`src/rtl/awgn_clt_multi.sv`:
```
// Multi-channel AWGN source: per channel, sums NUM_SUM LFSR uniforms, removes the mean, applies Q4.4 gain and saturates.
// Latency: first out_valid NUM_SUM+1 enabled edges after reset or seed_load; then one sample per NUM_SUM enabled cycles.
// Backpressure: out_valid/out_data hold while ~out_ready; accumulation stalls only when a finished sum cannot move forward.
module awgn_clt_multi #(
    parameter int          OUT_W   = 16,
    parameter int          NUM_CH  = 2,
    parameter int          NUM_SUM = 4,
    parameter logic [31:0] SEED    = 32'hACE1_2468
) (
    input  logic                    CLK_100MHZ,
    input  logic                    reset_n,
    input  logic                    enable,
    input  logic                    seed_load,
    input  logic [31:0]             seed,
    input  logic [7:0]              gain,
    output logic [NUM_CH*OUT_W-1:0] out_data,
    output logic                    out_valid,
    input  logic                    out_ready
);
    localparam int LOG2_SUM = $clog2(NUM_SUM);
    localparam int ACC_W    = OUT_W + LOG2_SUM;
    localparam int CEN_W    = ACC_W + 1;
    localparam int PRD_W    = CEN_W + 9;

    localparam logic [31:0] TAPS   = 32'h8020_0003;
    localparam logic [31:0] GOLDEN = 32'h9E37_79B9;

    // Mean of a sum of NUM_SUM uniforms: NUM_SUM * 2^(OUT_W-1) = 2^(ACC_W-1)
    localparam logic signed [CEN_W-1:0] MEAN    = {2'b01, {(ACC_W-1){1'b0}}};
    localparam logic signed [PRD_W-1:0] SAT_MAX = {{(PRD_W-OUT_W+1){1'b0}}, {(OUT_W-1){1'b1}}};
    localparam logic signed [PRD_W-1:0] SAT_MIN = {{(PRD_W-OUT_W+1){1'b1}}, {(OUT_W-1){1'b0}}};

    localparam logic [LOG2_SUM-1:0] CNT_LAST = LOG2_SUM'(NUM_SUM - 1);

    // Per-channel seed derivation; an all-zero Galois LFSR would lock up, so zero maps to 1
    function automatic logic [31:0] chan_seed(input logic [31:0] base, input int c);
        logic [31:0] s;
        s = base ^ (32'(c) * GOLDEN);
        return (s == 32'h0) ? 32'h1 : s;
    endfunction

    function automatic logic [31:0] lfsr_next(input logic [31:0] s);
        return (s >> 1) ^ (s[0] ? TAPS : 32'h0);
    endfunction

    logic [31:0]                lfsr    [NUM_CH];
    logic [ACC_W-1:0]           acc     [NUM_CH];
    logic [ACC_W-1:0]           sum_r   [NUM_CH];
    logic [ACC_W-1:0]           u_ext   [NUM_CH];
    logic [ACC_W-1:0]           acc_sum [NUM_CH];
    logic [LOG2_SUM-1:0]        cnt;
    logic                       s_vld;
    logic [NUM_CH*OUT_W-1:0]    scaled;

    logic cnt_last;
    logic stall;
    logic advance;
    logic load_sum;
    logic scale_fire;

    assign cnt_last   = (cnt == CNT_LAST);
    // A finished sum can only land in sum_r if sum_r itself can move to the output this edge
    assign stall      = s_vld & out_valid & ~out_ready & cnt_last;
    assign advance    = enable & ~stall & ~seed_load;
    assign load_sum   = advance & cnt_last;
    assign scale_fire = s_vld & (~out_valid | out_ready);

    for (genvar c = 0; c < NUM_CH; c++) begin : g_ch
        logic signed [CEN_W-1:0] centered;
        logic signed [PRD_W-1:0] cen_x;
        logic signed [PRD_W-1:0] gain_x;
        logic signed [PRD_W-1:0] prod;
        logic signed [PRD_W-1:0] shifted;

        assign u_ext[c]   = {{LOG2_SUM{1'b0}}, lfsr[c][31 -: OUT_W]};
        assign acc_sum[c] = acc[c] + u_ext[c];

        assign centered = $signed({1'b0, sum_r[c]}) - MEAN;
        assign cen_x    = {{(PRD_W-CEN_W){centered[CEN_W-1]}}, centered};
        assign gain_x   = {{(PRD_W-8){1'b0}}, gain};
        assign prod     = cen_x * gain_x;
        assign shifted  = prod >>> 4;

        assign scaled[c*OUT_W +: OUT_W] = (shifted > SAT_MAX) ? SAT_MAX[OUT_W-1:0] :
                                          (shifted < SAT_MIN) ? SAT_MIN[OUT_W-1:0] :
                                                                shifted[OUT_W-1:0];
    end

    // Uniform generation and accumulation: LFSRs, partial sums and the shared sample counter
    always_ff @(posedge CLK_100MHZ or negedge reset_n) begin
        if (!reset_n) begin
            for (int c = 0; c < NUM_CH; c++) begin
                lfsr[c] <= chan_seed(SEED, c);
                acc[c]  <= '0;
            end
            cnt <= '0;
        end else if (seed_load) begin
            for (int c = 0; c < NUM_CH; c++) begin
                lfsr[c] <= chan_seed(seed, c);
                acc[c]  <= '0;
            end
            cnt <= '0;
        end else if (advance) begin
            for (int c = 0; c < NUM_CH; c++) begin
                lfsr[c] <= lfsr_next(lfsr[c]);
                acc[c]  <= (cnt == '0) ? u_ext[c] : acc_sum[c];
            end
            cnt <= cnt + 1'b1;
        end
    end

    // Finished-sum register and scaled output register with valid/ready handshake
    always_ff @(posedge CLK_100MHZ or negedge reset_n) begin
        if (!reset_n) begin
            for (int c = 0; c < NUM_CH; c++) begin
                sum_r[c] <= '0;
            end
            s_vld     <= 1'b0;
            out_valid <= 1'b0;
            out_data  <= '0;
        end else if (seed_load) begin
            s_vld     <= 1'b0;
            out_valid <= 1'b0;
        end else begin
            if (load_sum) begin
                for (int c = 0; c < NUM_CH; c++) begin
                    sum_r[c] <= acc_sum[c];
                end
            end
            if (load_sum) begin
                s_vld <= 1'b1;
            end else if (scale_fire) begin
                s_vld <= 1'b0;
            end
            if (scale_fire) begin
                out_data  <= scaled;
                out_valid <= 1'b1;
            end else if (out_ready) begin
                out_valid <= 1'b0;
            end
        end
    end

endmodule
```
`config.mk`:
```
export PLATFORM = sky130hd
export DESIGN_NAME = awgn_clt_multi
export DESIGN_NICKNAME = d
export VERILOG_FILES = /design/src/rtl/awgn_clt_multi.sv
export SDC_FILE = /design/constraint.sdc
export NUM_CORES = 1
export LEC_CHECK = 0
export ABC_AREA = 1
export BUFFER_PORTS_ARGS = -buffer_cell sky130_fd_sc_hd__buf_2
export CORE_ASPECT_RATIO = 0.7
export CORE_UTILIZATION = 45
export DETAILED_ROUTE_END_ITERATION = 8
export GPL_ROUTABILITY_DRIVEN = 0
export PLACE_DENSITY_LB_ADDON = 0.25
export SYNTH_ARGS = -nofsm -noshare
export SYNTH_HDL_FRONTEND = slang
export SYNTH_SLANG_ARGS = --single-unit
```
`constraint.sdc`:
```
create_clock -name CLK_100MHZ -period 11.1 [get_ports CLK_100MHZ]
set_input_delay 0.555 -clock CLK_100MHZ [delete_from_list [all_inputs] [get_ports CLK_100MHZ]]
set_output_delay 0.555 -clock CLK_100MHZ [all_outputs]
set_load 0.05 [all_outputs]
```
==> flow_metrics.py, run 1 <==
metrics = {
    "timing": {
        "setup_tns_ns": 0,
        "finalCritPeriodShare": 0.531,
        "layout_min_cycle_time_ns": 5.89,
        "skew_ns": 0.0240,
        "rsz0062_at_grt": "false",
        "relSlewSlack": 0.336,
        "setup_violations": 0,
        "fmax_ghz": 0.170,
        "worstMarginPinSlew_ns": 0.995,
        "slew_viol_final": 0,
        "report.final.hold_viol_count": 0,
    },
    "logic_synthesis": {
        "async_flop_share": 1.00,
        "ys_ff_latch": 172,
        "syn_area_per_cell_um2": 7.27,
        "synth_ff_type": "dfrtp_1",
        "synth-edff-count": 0,
        "syn_nets": 3313,
        "synthDistinctLibCells": 49,
        "synth_cells": 2896,
        "syn-cell-area_um2": 21100,
        "yosys_warnings": 0,
        "synth_seq_area_share": 0.206,
    },
    "power_and_ir_drop": {
        "ir_worst_vdd_uv": 187,
        "power.switching_mw": 2.99,
        "switching_share": 0.553,
        "total_leakage_power_nw": 13.1,
        "seqPwrFrac": 0.165,
        "intPower_mw": 2.42,
        "power_mw": 5.41,
        "power.density_nw_per_um2": 241,
        "power.share.clock": 0.118,
        "pwr-share-comb": 0.717,
    },
    "setup_path": {
        "crit_top_cell": "nand2_1",
        "critical-path-max-stage-delay_ns": 0.57,
        "end_kind": "flip-flop",
        "critPathSlowestCell": "fa_1",
        "critical_path_buf_inv_count": 6,
        "cp-start-kind": "input pin",
        "crit_arrival_ns": 6.22,
        "crit_type": "input pin to flip-flop",
        "critPathMaxFanout": 31,
        "critPathTopFamily": "adder cells",
        "cp_data_required_time_ns": 11.43,
    },
    "routing": {
        "ant_nets": 0,
        "drc_errors": 0,
        "drt_wl_total_um": 53000,
        "drtIter0Drc": 1475,
        "first_pass_iters": 5,
        "via_per_inst": 5.05,
        "wl_per_cell_um": 15.1,
        "vias": 17700,
    },
    "placed_design": {
        "io_buffers": 77,
        "post-place-cells": 3474,
        "place_area_um2": 21800,
        "hpwl_um": 41700,
    },
    "run": {
        "maxCapViolations": 0,
    },
    "cts": {
        "cts_root_buf": "clkbuf_16",
        "h-tree-depth": 4,
        "path_clk_slew_ns": 0.08,
        "numCtsBuffers": 17,
        "cts_setup_buffers": 0,
        "cts.sinks": 172,
        "clock_path_buffers": 2,
        "cts_tree": "done",
        "clock_latency_ns": 0.47,
    },
    "final_layout": {
        "syn_to_final_growth_pct": 6.63,
        "fin_nets": 3308,
        "layout-drive-gt1-share": 0.0782,
        "post-route-util": 0.492,
        "final_cell_count_no_fill": 3511,
        "final_common_cell": "nand2_1",
        "final_cell_mix": "903 x nand2_1, 694 x inv_1, 234 x fa_1",
        "fillers": 4389,
        "final_area_um2": 22500,
    },
    "min_path": {
        "hold_class": "input pin to flip-flop",
    },
    "floorplanning": {
        "floorplan.die.height_um": 183,
        "start_util": 0.462,
        "io-pin-count": 78,
        "fp.dieW_um": 261,
        "die-area_um2": 47700,
        "core_area_um2": 45600,
        "rows": 65,
    },
    "global_route": {
        "antenna_found_initial": 3,
        "grt_max_degree": 72,
        "grt_overflow": 0,
        "grt_use_total": 0.237,
        "grt_pass1_wl_um": 91100,
        "grt_pass1_vias": 18300,
    },
    "status": {
        "outcome": "completed",
    },
}
==> timing repair <==
item                                   in CTS  in global routing
endpoints found under the hold margin       2                  0
hold buffers                                1                  0
resized for setup                           0                  0
==> metrics by stage <==
stage | hold WS [ns] | setup WS [ns]
2_1_floorplan | 0.259 | 5.92
3_3_place_gp | 0.461 | 4.83
3_5_place_dp | 0.461 | 4.79
4_1_cts | 0.296 | 5.26
5_1_grt | 0.311 | 4.74
6_report | 0.315 | 5.21
==> state kept, by name, indices dropped and copies added, names as in the netlist <==
name       flops
cnt            2
out_valid      1
lfsr          64
out_data      32
sum_r         36
s_vld          1
acc           36
==> per-layer routing <==
layer / GRT usage / wire (um) / up-vias
met5: 0 / 0 / -
met4: 0.0554 / 735 / 0
met3: 0.0326 / 3030 / 59
met2: 0.387 / 24200 / 501
met1: 0.333 / 25000 / 8523
li1: - / - / 8664
==> cell families (layout without fill, tap and decap cells) <==
family	count (synthesis)	count (layout)	synth area share
AO/OA/AOI/OAI	272	272	0.0813
XOR/XNOR	59	59	0.0254
adder cells (fa/ha/maj)	372	372	0.304
buffers and inverters	818	826	0.148
flip-flops	172	172	0.206
other	0	4	0
AND/OR/NAND/NOR	1203	1203	0.235
==> synth_stat cells (4+ instances only) <==
cell type,instances,area (um^2)
xor2_1,36,315
nand2_1,903,3390
xnor2_1,22,193
inv_1,694,2610
a21oi_1,89,445
o21bai_1,5,37.5
ha_1,138,1730
a21o_1,5,37.5
buf_1,8,30.0
nand3_2,5,50.1
dfstp_2,30,788
o211ai_1,17,128
a21oi_2,12,105
o31ai_1,4,30.0
o22ai_1,6,37.5
o221ai_1,39,342
nand2_2,26,163
nand3b_1,6,45.0
inv_2,10,37.5
dfrtp_1,142,3550
a221o_1,8,80.1
nand4_1,23,144
nor3_1,18,90.1
nor2_2,5,31.3
nor2_1,119,447
nor4_1,17,106
nand3_1,65,325
o21ai_0,70,350
fa_1,234,4680
o21ai_1,7,35.0
clkbuf_1,98,368
==> cell type report <==
type                       instances  area, um^2  area share
clock buffer                      17         425      0.0189
multi-input combinational       1906       13600       0.607
antenna                            4        10.0    0.000446
tap                              603         754      0.0336
inverter                         705        2650       0.118
clock inverter                    15         174     0.00774
timing repair buffer              89         484      0.0216
sequential                       172        4340       0.193
==> final timing paths <==
kind / start / to / slack [ns] / cells past startpoint
setup reg to reg: sum_r[35] / out_data[3] / 5.52 / 24
max in group asynchronous: reset_n / acc[1] / 8.45 / 4
min in group asynchronous: reset_n / acc[24] / 0.57 / 2
setup / recovery: gain[0] / out_data[3] / 5.21 / 26
hold / removal: seed[4] / lfsr[4] / 0.32 / 2
hold reg to reg: out_data[28] / out_data[28] / 0.48 / 2
==> power by group through the flow <==
stage | Sequential, mW | Combinational (mW) | Clock (mW)
2_1_floorplan | 0.978 | 3.07 | 0
3_3_place_gp | 0.900 | 3.83 | 0
3_5_place_dp | 0.903 | 3.88 | 0
4_1_cts | 0.892 | 3.91 | 0.649
5_1_grt | 0.911 | 4.48 | 0.672
6_report | 0.893 | 3.88 | 0.636
(Power assumes the default switching activity.)
==> run 2, diff against run 1 <==
--- a/config.mk
+++ b/config.mk
@@ -5,7 +5,7 @@
 export SDC_FILE = /design/constraint.sdc
 export NUM_CORES = 1
 export LEC_CHECK = 0
-export ABC_AREA = 1
+export ABC_AREA = 0
 export BUFFER_PORTS_ARGS = -buffer_cell sky130_fd_sc_hd__buf_2
 export CORE_ASPECT_RATIO = 0.7
 export CORE_UTILIZATION = 45
==> constraint.sdc (replaced) <==
create_clock -name CLK_100MHZ -period 5.7 [get_ports CLK_100MHZ]
set_input_delay 0.285 -clock CLK_100MHZ [delete_from_list [all_inputs] [get_ports CLK_100MHZ]]
set_output_delay 0.285 -clock CLK_100MHZ [all_outputs]
set_load 0.05 [all_outputs]
==> flow_metrics.py, run 2 <==
metrics = {
    "routing": {
        "ant_nets": 0,
        "vias": 15600,
        "drtIter0Drc": 879,
        "first_pass_iters": 5,
        "via_per_inst": 5.23,
        "wl_per_cell_um": 15.7,
        "drt_wl_total_um": 47000,
        "drc_errors": 0,
    },
    "cts": {
        "clock_latency_ns": 0.46,
        "h-tree-depth": 4,
        "path_clk_slew_ns": 0.08,
        "cts.sinks": 172,
        "cts_tree": "done",
        "numCtsBuffers": 17,
        "cts_root_buf": "clkbuf_16",
        "clock_path_buffers": 2,
    },
    "final_layout": {
        "layout-drive-gt1-share": 0.168,
        "post-route-util": 0.526,
        "multiInputGateArea_um2": 13900,
        "num_antenna_cells": 0,
        "fin_nets": 2805,
        "top_register": "lfsr",
        "final_common_cell": "inv_1",
        "ff_latch_area_um2": 4370,
        "final_cell_mix": "372 x inv_1, 299 x nand2_1, 232 x fa_1",
        "fillers": 3944,
        "largest_register_ff_count": 64,
        "syn_to_final_growth_pct": 14.0,
        "reg_top3": "lfsr (64), acc (36), sum_r (36)",
    },
    "setup_path": {
        "end_kind": "flip-flop",
        "crit_type": "flip-flop to flip-flop",
        "critPathSlowestCell": "fa_1",
        "crit_top_cell": "fa_1",
        "crit_arrival_ns": 5.99,
        "critPathMaxFanout": 7,
        "worst_r2r_path_depth": 21,
        "critical-path-max-stage-delay_ns": 0.56,
        "crit_chain": "buf_4, and2_1, fa_1, fa_1, fa_1, inv_1, fa_1, inv_1, ha_1, a21o_2, a221o_1, a221oi_4, buf_4, a211oi_1, or4b_4, nand3_2, o41ai_4, buf_4, clkbuf_16, nand2_1, a21oi_2",
        "cp_data_required_time_ns": 6.05,
        "cp-start-kind": "flip-flop",
    },
    "logic_synthesis": {
        "synth_cells": 2255,
        "synthDistinctLibCells": 82,
        "synth_fa_ha_area_frac": 0.324,
        "yosysMostFrequentCell": "inv_1",
        "synth_compound_area_frac": 0.126,
        "async_flop_share": 1.00,
        "syn_nets": 2672,
        "synth_mux_area_frac": 0.0407,
        "yosys_warnings": 0,
        "syn-cell-area_um2": 19800,
        "synth_ff_type": "dfrtp_1",
        "synth_top_area_share": 0.237,
        "synth_top_family_by_area": "adder cells",
        "synthTopCellsByArea": "fa_1 24%, dfrtp_1 18%, ha_1 8.7%",
        "ys_ff_latch": 172,
        "synth-simple-area-share": 0.162,
        "synthTopCellsByCount": "378 x inv_1, 307 x nand2_1, 234 x fa_1",
        "synth-edff-count": 0,
        "syn_area_per_cell_um2": 8.78,
        "yosysTopAreaCell": "fa_1",
        "synth_xor_area_frac": 0.0336,
        "synth_seq_area_share": 0.219,
    },
    "status": {
        "outcome": "completed",
    },
    "timing": {
        "setup_tns_ns": 0,
        "slew_viol_final": 0,
        "report.final.hold_viol_count": 0,
        "setup_violations": 0,
        "relSlewSlack": 0.304,
        "worstMarginPinSlew_ns": 1.04,
        "fmax_ghz": 0.177,
        "rsz0062_at_grt": "true",
        "layout_min_cycle_time_ns": 5.65,
        "finalCritPeriodShare": 0.991,
        "skew_ns": 0.0165,
    },
    "floorplanning": {
        "core_area_um2": 42900,
        "start_util": 0.462,
        "floorplan.die.height_um": 178,
        "rows": 63,
        "die-area_um2": 44900,
        "io-pin-count": 78,
        "fp.dieW_um": 253,
    },
    "run": {
        "maxCapViolations": 0,
    },
    "min_path": {
        "hold_class": "input pin to flip-flop",
        "holdPathStages": 2,
    },
    "global_route": {
        "antenna_found_initial": 0,
        "grt_pass1_wl_um": 77600,
        "grt_pass1_vias": 15500,
        "grt_use_total": 0.215,
        "grt_max_degree": 92,
        "grt_overflow": 0,
    },
    "power_and_ir_drop": {
        "ir_worst_vdd_uv": 293,
        "total_leakage_power_nw": 11.4,
        "power.density_nw_per_um2": 481,
    },
    "placed_design": {
        "hpwl_um": 36400,
        "io_buffers": 77,
    },
}
## run 2: report_power, final
| part | leakage (nW) | total [mW] | switching (mW) | internal [mW] |
|---|---|---|---|---|
| Sequential | 2.06 | 1.67 | 0.241 | 1.43 |
| Combinational | 9.02 | 7.99 | 4.38 | 3.62 |
| Clock | 0.286 | 1.18 | 0.579 | 0.603 |
## run 2: worst paths after layout
kind,start,end,slack (ns)
worst max-delay path,sum_r[28],out_data[14],0.05
worst min-delay path,seed[0],lfsr[0],0.03
worst max register to register,sum_r[28],out_data[14],0.05
worst min register to register,out_data[15],out_data[15],0.48
max in group asynchronous,reset_n,lfsr[19],3.96
min in group asynchronous,reset_n,out_data[21],0.45
## run 2: what timing repair did
item	CTS	global route
pin swaps	21	25
setup buffers	15	9
gates cloned	2	0
hold endpoints to repair	84	0
endpoints found under the setup margin	15	30
hold buffers	1	0
gates resized for setup	36	52
## run 2: area by class of cell
cell class | instances | share of cell area
Clock inverter | 12 | 0.00527
Timing Repair Buffer | 222 | 0.0712
Inverter | 379 | 0.0630
Multi-Input combinational cell | 1596 | 0.614
Clock buffer | 20 | 0.0202
Sequential cell | 172 | 0.193
Tap cell | 585 | 0.0324
## run 2: worst max-delay path, delay by kind of cell (launching register included)
family	cells	cell delay [ns]
compound gates	6	1.16
fa+ha+maj	5	2.36
buf+inv	6	0.73
flops	1	0.40
simple gates	4	0.89
## run 2: kinds of logic (layout without fill, tap and decap cells)
group                    after synthesis  count (layout)
AO/OA/AOI/OAI                        388             389
XOR/XNOR                              76              76
multiplexers                          78              78
buffers and inverters                488             633
flip-flops                           172             172
adder cells (fa/ha/maj)              372             372
AND/OR/NAND/NOR                      681             681
## run 2: layer usage
| metal | global-route usage | vias to the layer above | part of all wire |
|---|---|---|---|
| li1 | - | 7519 | - |
| met1 | 0.303 | 7790 | 0.47 |
| met2 | 0.348 | 271 | 0.48 |
| met3 | 0.0431 | 29 | 0.044 |
| met4 | 0.0343 | 0 | 0.0071 |
| met5 | 0 | - | 0 |
## run 2: through the flow
step	power (mW)	instance area (um^2)	std cells	setup WS [ns]	hold slack, ns
finish	10.8	22600	2986	0.0517	0.0297
floorplan	6.91	19800	2255	0.00616	-0.0106
global placement	9.02	21500	2928	-0.0587	0.405
detailed placement	9.17	21500	2928	-0.198	0.417
CTS	10.8	22400	2978	0.0000924	0.00440
global route	12.0	22600	2986	-0.143	0.0169
